--- src/rtl/seg7_pkg.sv ---
`default_nettype none
// ============================================================================
// Module      : seg7_pkg
// Description : Active-low common-anode 7-segment constants and the BCD to
//               {a..g} encoder shared by the counter/display blocks.
//               Bit order of every pattern is {a,b,c,d,e,f,g}.
// Revision    : 1.0 - initial release
// ============================================================================
package seg7_pkg;

  localparam logic [6:0] SEG_BLANK = 7'b1111111;
  localparam logic [6:0] SEG_DASH  = 7'b1111110;

  // Entry n is the pattern for digit n (entry 9 in the top slice).
  localparam logic [9:0][6:0] SEG_ENC = {
    7'b0000100,  // 9
    7'b0000000,  // 8
    7'b0001111,  // 7
    7'b0100000,  // 6
    7'b0100100,  // 5
    7'b1001100,  // 4
    7'b0000110,  // 3
    7'b0010010,  // 2
    7'b1001111,  // 1
    7'b0000001   // 0
  };

  // Non-BCD nibbles show a dash so a corrupted digit is visible on the panel.
  function automatic logic [6:0] bcd_to_seg(input logic [3:0] nibble);
    if (nibble > 4'd9) begin
      return SEG_DASH;
    end
    return SEG_ENC[nibble];
  endfunction

endpackage
`default_nettype wire

--- src/rtl/bcd_updown_counter_7seg_mux_bcd_digit.sv ---
`default_nettype none
// ============================================================================
// Module      : bcd_digit
// Description : One BCD digit of the up/down counter.
//   CLK, RESET_N : clock, asynchronous active-low reset
//   en           : step this digit (already qualified by lower carries)
//   up           : 1 = increment, 0 = decrement
//   load         : synchronous load, overrides en
//   load_val     : value to load; nibbles above 9 load as 0
//   q            : current digit value
//   carry_out    : digit would wrap on the next step in the current direction
// Revision    : 1.0 - initial release
// ============================================================================
module bcd_digit
  import seg7_pkg::*;
(
  input  logic       CLK,
  input  logic       RESET_N,
  input  logic       en,
  input  logic       up,
  input  logic       load,
  input  logic [3:0] load_val,
  output logic [3:0] q,
  output logic       carry_out
);

  logic [3:0] q_q;
  logic [3:0] q_d;

  always_comb begin
    q_d = q_q;
    if (load) begin
      q_d = (load_val > 4'd9) ? 4'd0 : load_val;
    end else if (en) begin
      if (up) begin
        q_d = (q_q == 4'd9) ? 4'd0 : q_q + 4'd1;
      end else begin
        q_d = (q_q == 4'd0) ? 4'd9 : q_q - 4'd1;
      end
    end
  end

  always_ff @(posedge CLK or negedge RESET_N) begin
    if (!RESET_N) begin
      q_q <= 4'd0;
    end else begin
      q_q <= q_d;
    end
  end

  assign q         = q_q;
  assign carry_out = (up && (q_q == 4'd9)) || (!up && (q_q == 4'd0));

endmodule
`default_nettype wire

--- src/rtl/bcd_updown_counter_7seg_mux.sv ---
`default_nettype none
// ============================================================================
// Module      : bcd_updown_counter_7seg_mux
// Description : NDIGITS-digit BCD up/down counter with load, terminal count
//               and sticky overflow, driving a time-multiplexed common-anode
//               7-segment display.
//   CLK, RESET_N : clock, asynchronous active-low reset
//   CE, UP       : count enable and direction
//   LOAD         : synchronous load of LOAD_VAL (wins over CE)
//   CLR_OVF      : clears OVF (a wrap in the same cycle wins)
//   COUNT        : registered BCD count, digit 0 in [3:0]
//   TC           : this edge will wrap the counter
//   OVF          : sticky wrap flag
//   AN           : active-low digit select
//   a..g         : active-low segments, registered
// Revision    : 1.0 - initial release
// ============================================================================
module bcd_updown_counter_7seg_mux
  import seg7_pkg::*;
#(
  parameter int NDIGITS  = 4,
  parameter int SCAN_DIV = 4,
  parameter bit SHOW_OVF = 1'b1
) (
  input  logic                 CLK,
  input  logic                 RESET_N,
  input  logic                 CE,
  input  logic                 UP,
  input  logic                 LOAD,
  input  logic [4*NDIGITS-1:0] LOAD_VAL,
  input  logic                 CLR_OVF,
  output logic [4*NDIGITS-1:0] COUNT,
  output logic                 TC,
  output logic                 OVF,
  output logic [NDIGITS-1:0]   AN,
  output logic                 a,
  output logic                 b,
  output logic                 c,
  output logic                 d,
  output logic                 e,
  output logic                 f,
  output logic                 g
);

  localparam int SCAN_W = (SCAN_DIV > 1) ? $clog2(SCAN_DIV) : 1;
  localparam int DIG_W  = (NDIGITS  > 1) ? $clog2(NDIGITS)  : 1;

  logic [3:0]         digit_q [NDIGITS];
  logic [NDIGITS-1:0] carry;
  logic [NDIGITS-1:0] en;

  // Digit i steps only when every lower digit is about to wrap.
  assign en[0] = CE;

  generate
    for (genvar i = 0; i < NDIGITS; i++) begin : g_digit
      if (i > 0) begin : g_chain
        assign en[i] = en[i-1] & carry[i-1];
      end
      bcd_digit u_digit (
        .CLK       (CLK),
        .RESET_N   (RESET_N),
        .en        (en[i]),
        .up        (UP),
        .load      (LOAD),
        .load_val  (LOAD_VAL[4*i +: 4]),
        .q         (digit_q[i]),
        .carry_out (carry[i])
      );
      assign COUNT[4*i +: 4] = digit_q[i];
    end
  endgenerate

  // All digits at their wrap value in the current direction means wrap.
  assign TC = CE & ~LOAD & (&carry);

  logic              ovf_q,  ovf_d;
  logic [SCAN_W-1:0] scan_q, scan_d;
  logic [DIG_W-1:0]  idx_q,  idx_d;
  logic [NDIGITS-1:0] an_q,  an_d;
  logic [6:0]        seg_q,  seg_d;

  always_comb begin
    ovf_d  = ovf_q;
    scan_d = scan_q + 1'b1;
    idx_d  = idx_q;
    an_d   = ~(NDIGITS'(1) << idx_q);
    seg_d  = bcd_to_seg(digit_q[idx_q]);

    if (TC) begin
      ovf_d = 1'b1;
    end else if (CLR_OVF) begin
      ovf_d = 1'b0;
    end

    if (scan_q == SCAN_W'(SCAN_DIV - 1)) begin
      scan_d = '0;
      idx_d  = (idx_q == DIG_W'(NDIGITS - 1)) ? '0 : idx_q + 1'b1;
    end

    if (SHOW_OVF && ovf_q) begin
      seg_d = SEG_DASH;
    end
  end

  always_ff @(posedge CLK or negedge RESET_N) begin
    if (!RESET_N) begin
      ovf_q  <= 1'b0;
      scan_q <= '0;
      idx_q  <= '0;
      an_q   <= '1;
      seg_q  <= SEG_BLANK;
    end else begin
      ovf_q  <= ovf_d;
      scan_q <= scan_d;
      idx_q  <= idx_d;
      an_q   <= an_d;
      seg_q  <= seg_d;
    end
  end

  assign OVF = ovf_q;
  assign AN  = an_q;
  assign {a, b, c, d, e, f, g} = seg_q;

endmodule
`default_nettype wire

--- config.mk ---
export PLATFORM = sky130hd
export DESIGN_NAME = bcd_updown_counter_7seg_mux
export DESIGN_NICKNAME = d
export VERILOG_FILES = /design/src/rtl/seg7_pkg.sv /design/src/rtl/bcd_updown_counter_7seg_mux_bcd_digit.sv /design/src/rtl/bcd_updown_counter_7seg_mux.sv
export SDC_FILE = /design/constraint.sdc
export NUM_CORES = 1
export LEC_CHECK = 0
export ABC_AREA = 1
export CORE_MARGIN = 3
export CORE_UTILIZATION = 51
export CTS_BUF_LIST = sky130_fd_sc_hd__clkbuf_16
export DETAILED_ROUTE_END_ITERATION = 10
export HOLD_SLACK_MARGIN = 0.03
export PLACE_DENSITY_LB_ADDON = 0.05
export RECOVER_POWER = 100
export SLEW_MARGIN = 0
export SYNTH_ARGS = -nofsm -noshare
export SYNTH_HDL_FRONTEND = slang
export SYNTH_SLANG_ARGS = --single-unit
--- constraint.sdc ---
create_clock -name CLK -period 2.5 [get_ports CLK]
set_input_delay 0.25 -clock CLK [delete_from_list [all_inputs] [get_ports CLK]]
set_output_delay 0.25 -clock CLK [all_outputs]
set_load 0.01 [all_outputs]
==> PnR_summary.wiki <==
{| class="wikitable"
! Metric !! Value
|-
| Clk slew on worst S/H paths || 50 ps
|-
| Latest clock arrival within the worst-skew pair || between 200 and 300 ps
|-
| Final-layout worst hold slack || 431 ps
|-
| Leakage power || 1.53 nW
|-
| Worst setup path start || g_digit[0].u_digit.q[3]
|-
| Run status || finished with violations
|-
| Number of vias after detailed routing || 2350
|-
| Area of the die || 0.00542 sq mm
|-
| Flop pwr share || 36.1%
|-
| Violated checks || capacitance limit, slew limit
|-
| Routed WL per cell || 12.4 um
|-
| CTS tree || built
|-
| TNS Setup || 0 ps
|-
| Final design area excluding fillers || 0.00302 sq mm
|-
| TritonCTS Buffers || 5
|-
| Antenna diode count || 0
|-
| Cell Area, Synth || between 0.002 and 0.0025 sq mm
|-
| Vias in the first global route || 2186
|-
| Max Slew Vio Count || 33
|-
| Residual DRC count || 0
|-
| Slack of the worst reg-to-reg path || 500 ps
|-
| Cell internal pwr || 1.32 mW
|-
| Flops & latches, synth || 32
|-
| Net count, final || 427
|-
| Overall routing resource usage || a little over a fifth
|-
| Worst setup slack after placement || 256 ps
|-
| VDD IR-drop max || 414 uV
|-
| Critical Path End || TC
|-
| Initial DRC count || 85
|-
| Maximum count of clock buffers along a single path || 2
|-
| Initial antenna violation count || 0
|-
| Post-CTS setup buffers || 0
|-
| Max Freq || 427 MHz
|-
| Minimum clock period after layout || 2340 ps
|-
| Worst path setup slack after routing || 160 ps
|-
| Data required time at the worst endpoint || 2250 ps
|-
| Aggregate global routing overflow || 0
|-
| Post-detailed-placement cell area || 0.00289 sq mm
|-
| Type of element launching the critical path || register
|-
| Total setup violations reported at the end of the flow || 0
|-
| Worst slew slack as a fraction of its limit || -13.2%
|-
| Synth-to-layout area growth || 29.4%
|-
| Power density over cell area || between 600 and 700 mW/mm^2
|-
| Synthesized netlist net count || between 300 and 400
|-
| Worst clock skew || 6.14 ps
|-
| Cell depth of the worst hold path || 1
|-
| Wire length of the first global-routing pass || 9470 um
|-
| Count of endpoints failing hold in the final timing report || 0
|-
| Switching power share of the total || 37.3%
|-
| List of cells traversed by the critical path || inv_2 > nor2_2 > nand2_1 > nand2_2 > nand3_4 > nor2_1 > nand3_1 > inv_1 > clkdlybuf4s50_1
|-
| Cell row count || 23
|-
| Top-level port count || 51
|-
| Average footprint of a synthesized cell || 6.84 sq um
|-
| Proportion of layout cells with a drive suffix above 1 || around 9.8%
|-
| Cell with the biggest individual delay on the critical path || clkdlybuf4s50_1
|-
| Count of port buffers added during placement || 50
|-
| Critical Path Max Stage Delay || 520 ps
|-
| Sinks on the clock net || 32
|-
| Power share of the combinational group || ~37%
|-
| Residual antenna-violating net count after detailed routing || 0
|-
| Crit Path Category || register to primary output
|-
| Length of the first detailed-routing pass in iterations || 5
|-
| Worst r2r path cells || 8
|-
| Min-delay worst type || register to register
|-
| Final period utilization || 93.6%
|-
| Count of synthesis-stage warnings from yosys || 0
|-
| Worst-margin pin slew || 1700 ps
|-
| Switching power || 0.786 mW
|-
| Count of hold buffers inserted by post-cts repair || 0
|-
| Height of the die || 73.6 um
|-
| Die W || 73.6 um
|-
| Crit Reg-Reg Startpoint || idx_q[1]
|-
| Pin count of the biggest net entering global routing || 33
|-
| H-Tree Level Count || 2
|-
| CP Capture Type || primary output
|-
| Number of max-cap violations || 1
|-
| Initial standard-cell utilization of the core || 55.5%
|-
| Post-synthesis sequential area ratio || 34.9%
|-
| Endpoint of the lowest-slack register-to-register path || seg_q[6]
|-
| Share of the core filled with cells in the final layout || approximately 72%
|-
| Core Footprint || around 0.0042 sq mm
|-
| PostCTS Resize Cnt || 0
|-
| Per-cell via count in the routed design || 5.27
|-
| Share of power burned in the clock network || 26.8%
|-
| Buffer cell driving the clock tree root || clkbuf_16
|-
| Final weighted congestion of routability-driven global placement || just under 0.9
|-
| Highest net fanout along the worst path || 5
|-
| Arrival time of data at the critical path endpoint || around 2100 ps
|-
| Setup repair after global routing missed its margin || no
|-
| Gate count after technology mapping || 341
|-
| HPWL Detailed || ~4200 um
|-
| Count of cell types in the netlist || 31
|-
| Routed wire length || 5520 um
|}
-- metrics by stage --
step           total power [mW]  std cells
6_report                   2.11        446
5_1_grt                    2.27        446
3_3_place_gp               1.57        438
4_1_cts                    2.15        446
3_5_place_dp               1.58        438
2_1_floorplan              1.24        341
-- power by group through the flow --
| stage | logic (mW) | clock network (mW) | registers (mW) |
|---|---|---|---|
| global route | 0.890 | 0.602 | 0.776 |
| CTS | 0.815 | 0.579 | 0.761 |
| detailed placement | 0.811 | 0 | 0.769 |
| floorplan | 0.467 | 0 | 0.770 |
| finish | 0.780 | 0.565 | 0.761 |
| global placement | 0.799 | 0 | 0.768 |
-- cell type report --
type | instances | area, sq um
multi-input combinational | 261 | 1330
fill | 345 | 1180
sequential | 32 | 815
timing repair buffer | 54 | 523
inverter | 41 | 154
clock buffer | 5 | 125
tap | 50 | 62.6
clock inverter | 3 | 11.3
-- cells in the final DEF (no fill, tap or decap) --
master / count
nand2_1: 116
inv_1: 37
nand3_1: 37
dlygate4sd3_1: 30
o21ai_0: 26
dfrtp_1: 21
nor2_1: 21
clkdlybuf4s50_1: 20
a21oi_1: 13
dfstp_2: 11
ha_1: 10
o21ai_1: 5
inv_2: 5
o211ai_1: 5
clkbuf_16: 5
nand2_2: 4
nor2_2: 4
xor2_1: 3
a32oi_1: 2
o21ai_2: 2
nand4_1: 2
nand2_4: 2
a31oi_1: 2
clkinv_1: 2
buf_4: 2
clkbuf_1: 2
a21oi_4: 1
nand3b_1: 1
or2_0: 1
nand3_4: 1
nor2_4: 1
nor2_8: 1
a22oi_1: 1
-- per-layer routing --
layer	global-route usage (%)	wire length (um)	up-vias	share of wire, %
met5	0	0	-	0
met4	6.04	48	0	0.87
met3	4.38	363	6	6.6
met2	39.7	2660	79	48
met1	26.3	2450	1050	44
li1	-	-	1215	-
-- worst min path at each step --
stage / startpoint / endpoint / slack [ps]
final: scan_q[0] / scan_q[0] / 430
after global routing: scan_q[0] / scan_q[0] / 460
after CTS: RESET_N / g_digit[0].u_digit.q[1] / 390
after detailed placement: scan_q[0] / scan_q[0] / 420
after floorplan: RESET_N / OVF / -50
after global placement: scan_q[0] / scan_q[0] / 410
-- state kept, by name, indices dropped and copies added (netlist names) --
signal,flops
OVF,1
g_digit.u_digit.q,16
AN,4
idx_q,2
seg_q,7
scan_q,2
-- cell families (layout without fill, tap and decap cells) --
| group | after synthesis | in the layout | share of synthesized area, % |
|---|---|---|---|
| AND/OR/NAND/NOR | 191 | 191 | 36.2 |
| AO/OA/AOI/OAI | 57 | 57 | 14.1 |
| buffers and inverters | 48 | 103 | 8.26 |
| flip-flops | 32 | 32 | 34.9 |
| adder cells (fa/ha/maj) | 10 | 10 | 5.36 |
| XOR/XNOR | 3 | 3 | 1.13 |
-- synthesized netlist by cell type (all sizes together) --
library cell / number / area (sq um)
nand2: 122 / 485
inv: 41 / 154
nand3: 38 / 203
o21ai: 33 / 173
nor2: 27 / 130
dfrtp: 21 / 526
a21oi: 14 / 81.3
dfstp: 11 / 289
ha: 10 / 125
o211ai: 5 / 37.5
buf: 4 / 26.3
clkbuf: 3 / 12.5
xor2: 3 / 26.3
a31oi: 2 / 12.5
a32oi: 2 / 17.5
nand4: 2 / 12.5
a22oi: 1 / 7.51
nand3b: 1 / 7.51
or2: 1 / 6.26
-- critical path, delay by kind of cell (launching register included) --
family	cells	cell delay (ps)
simple gates	6	670
buf+inv	3	690
flops	1	450
(Power assumes the default switching activity.)
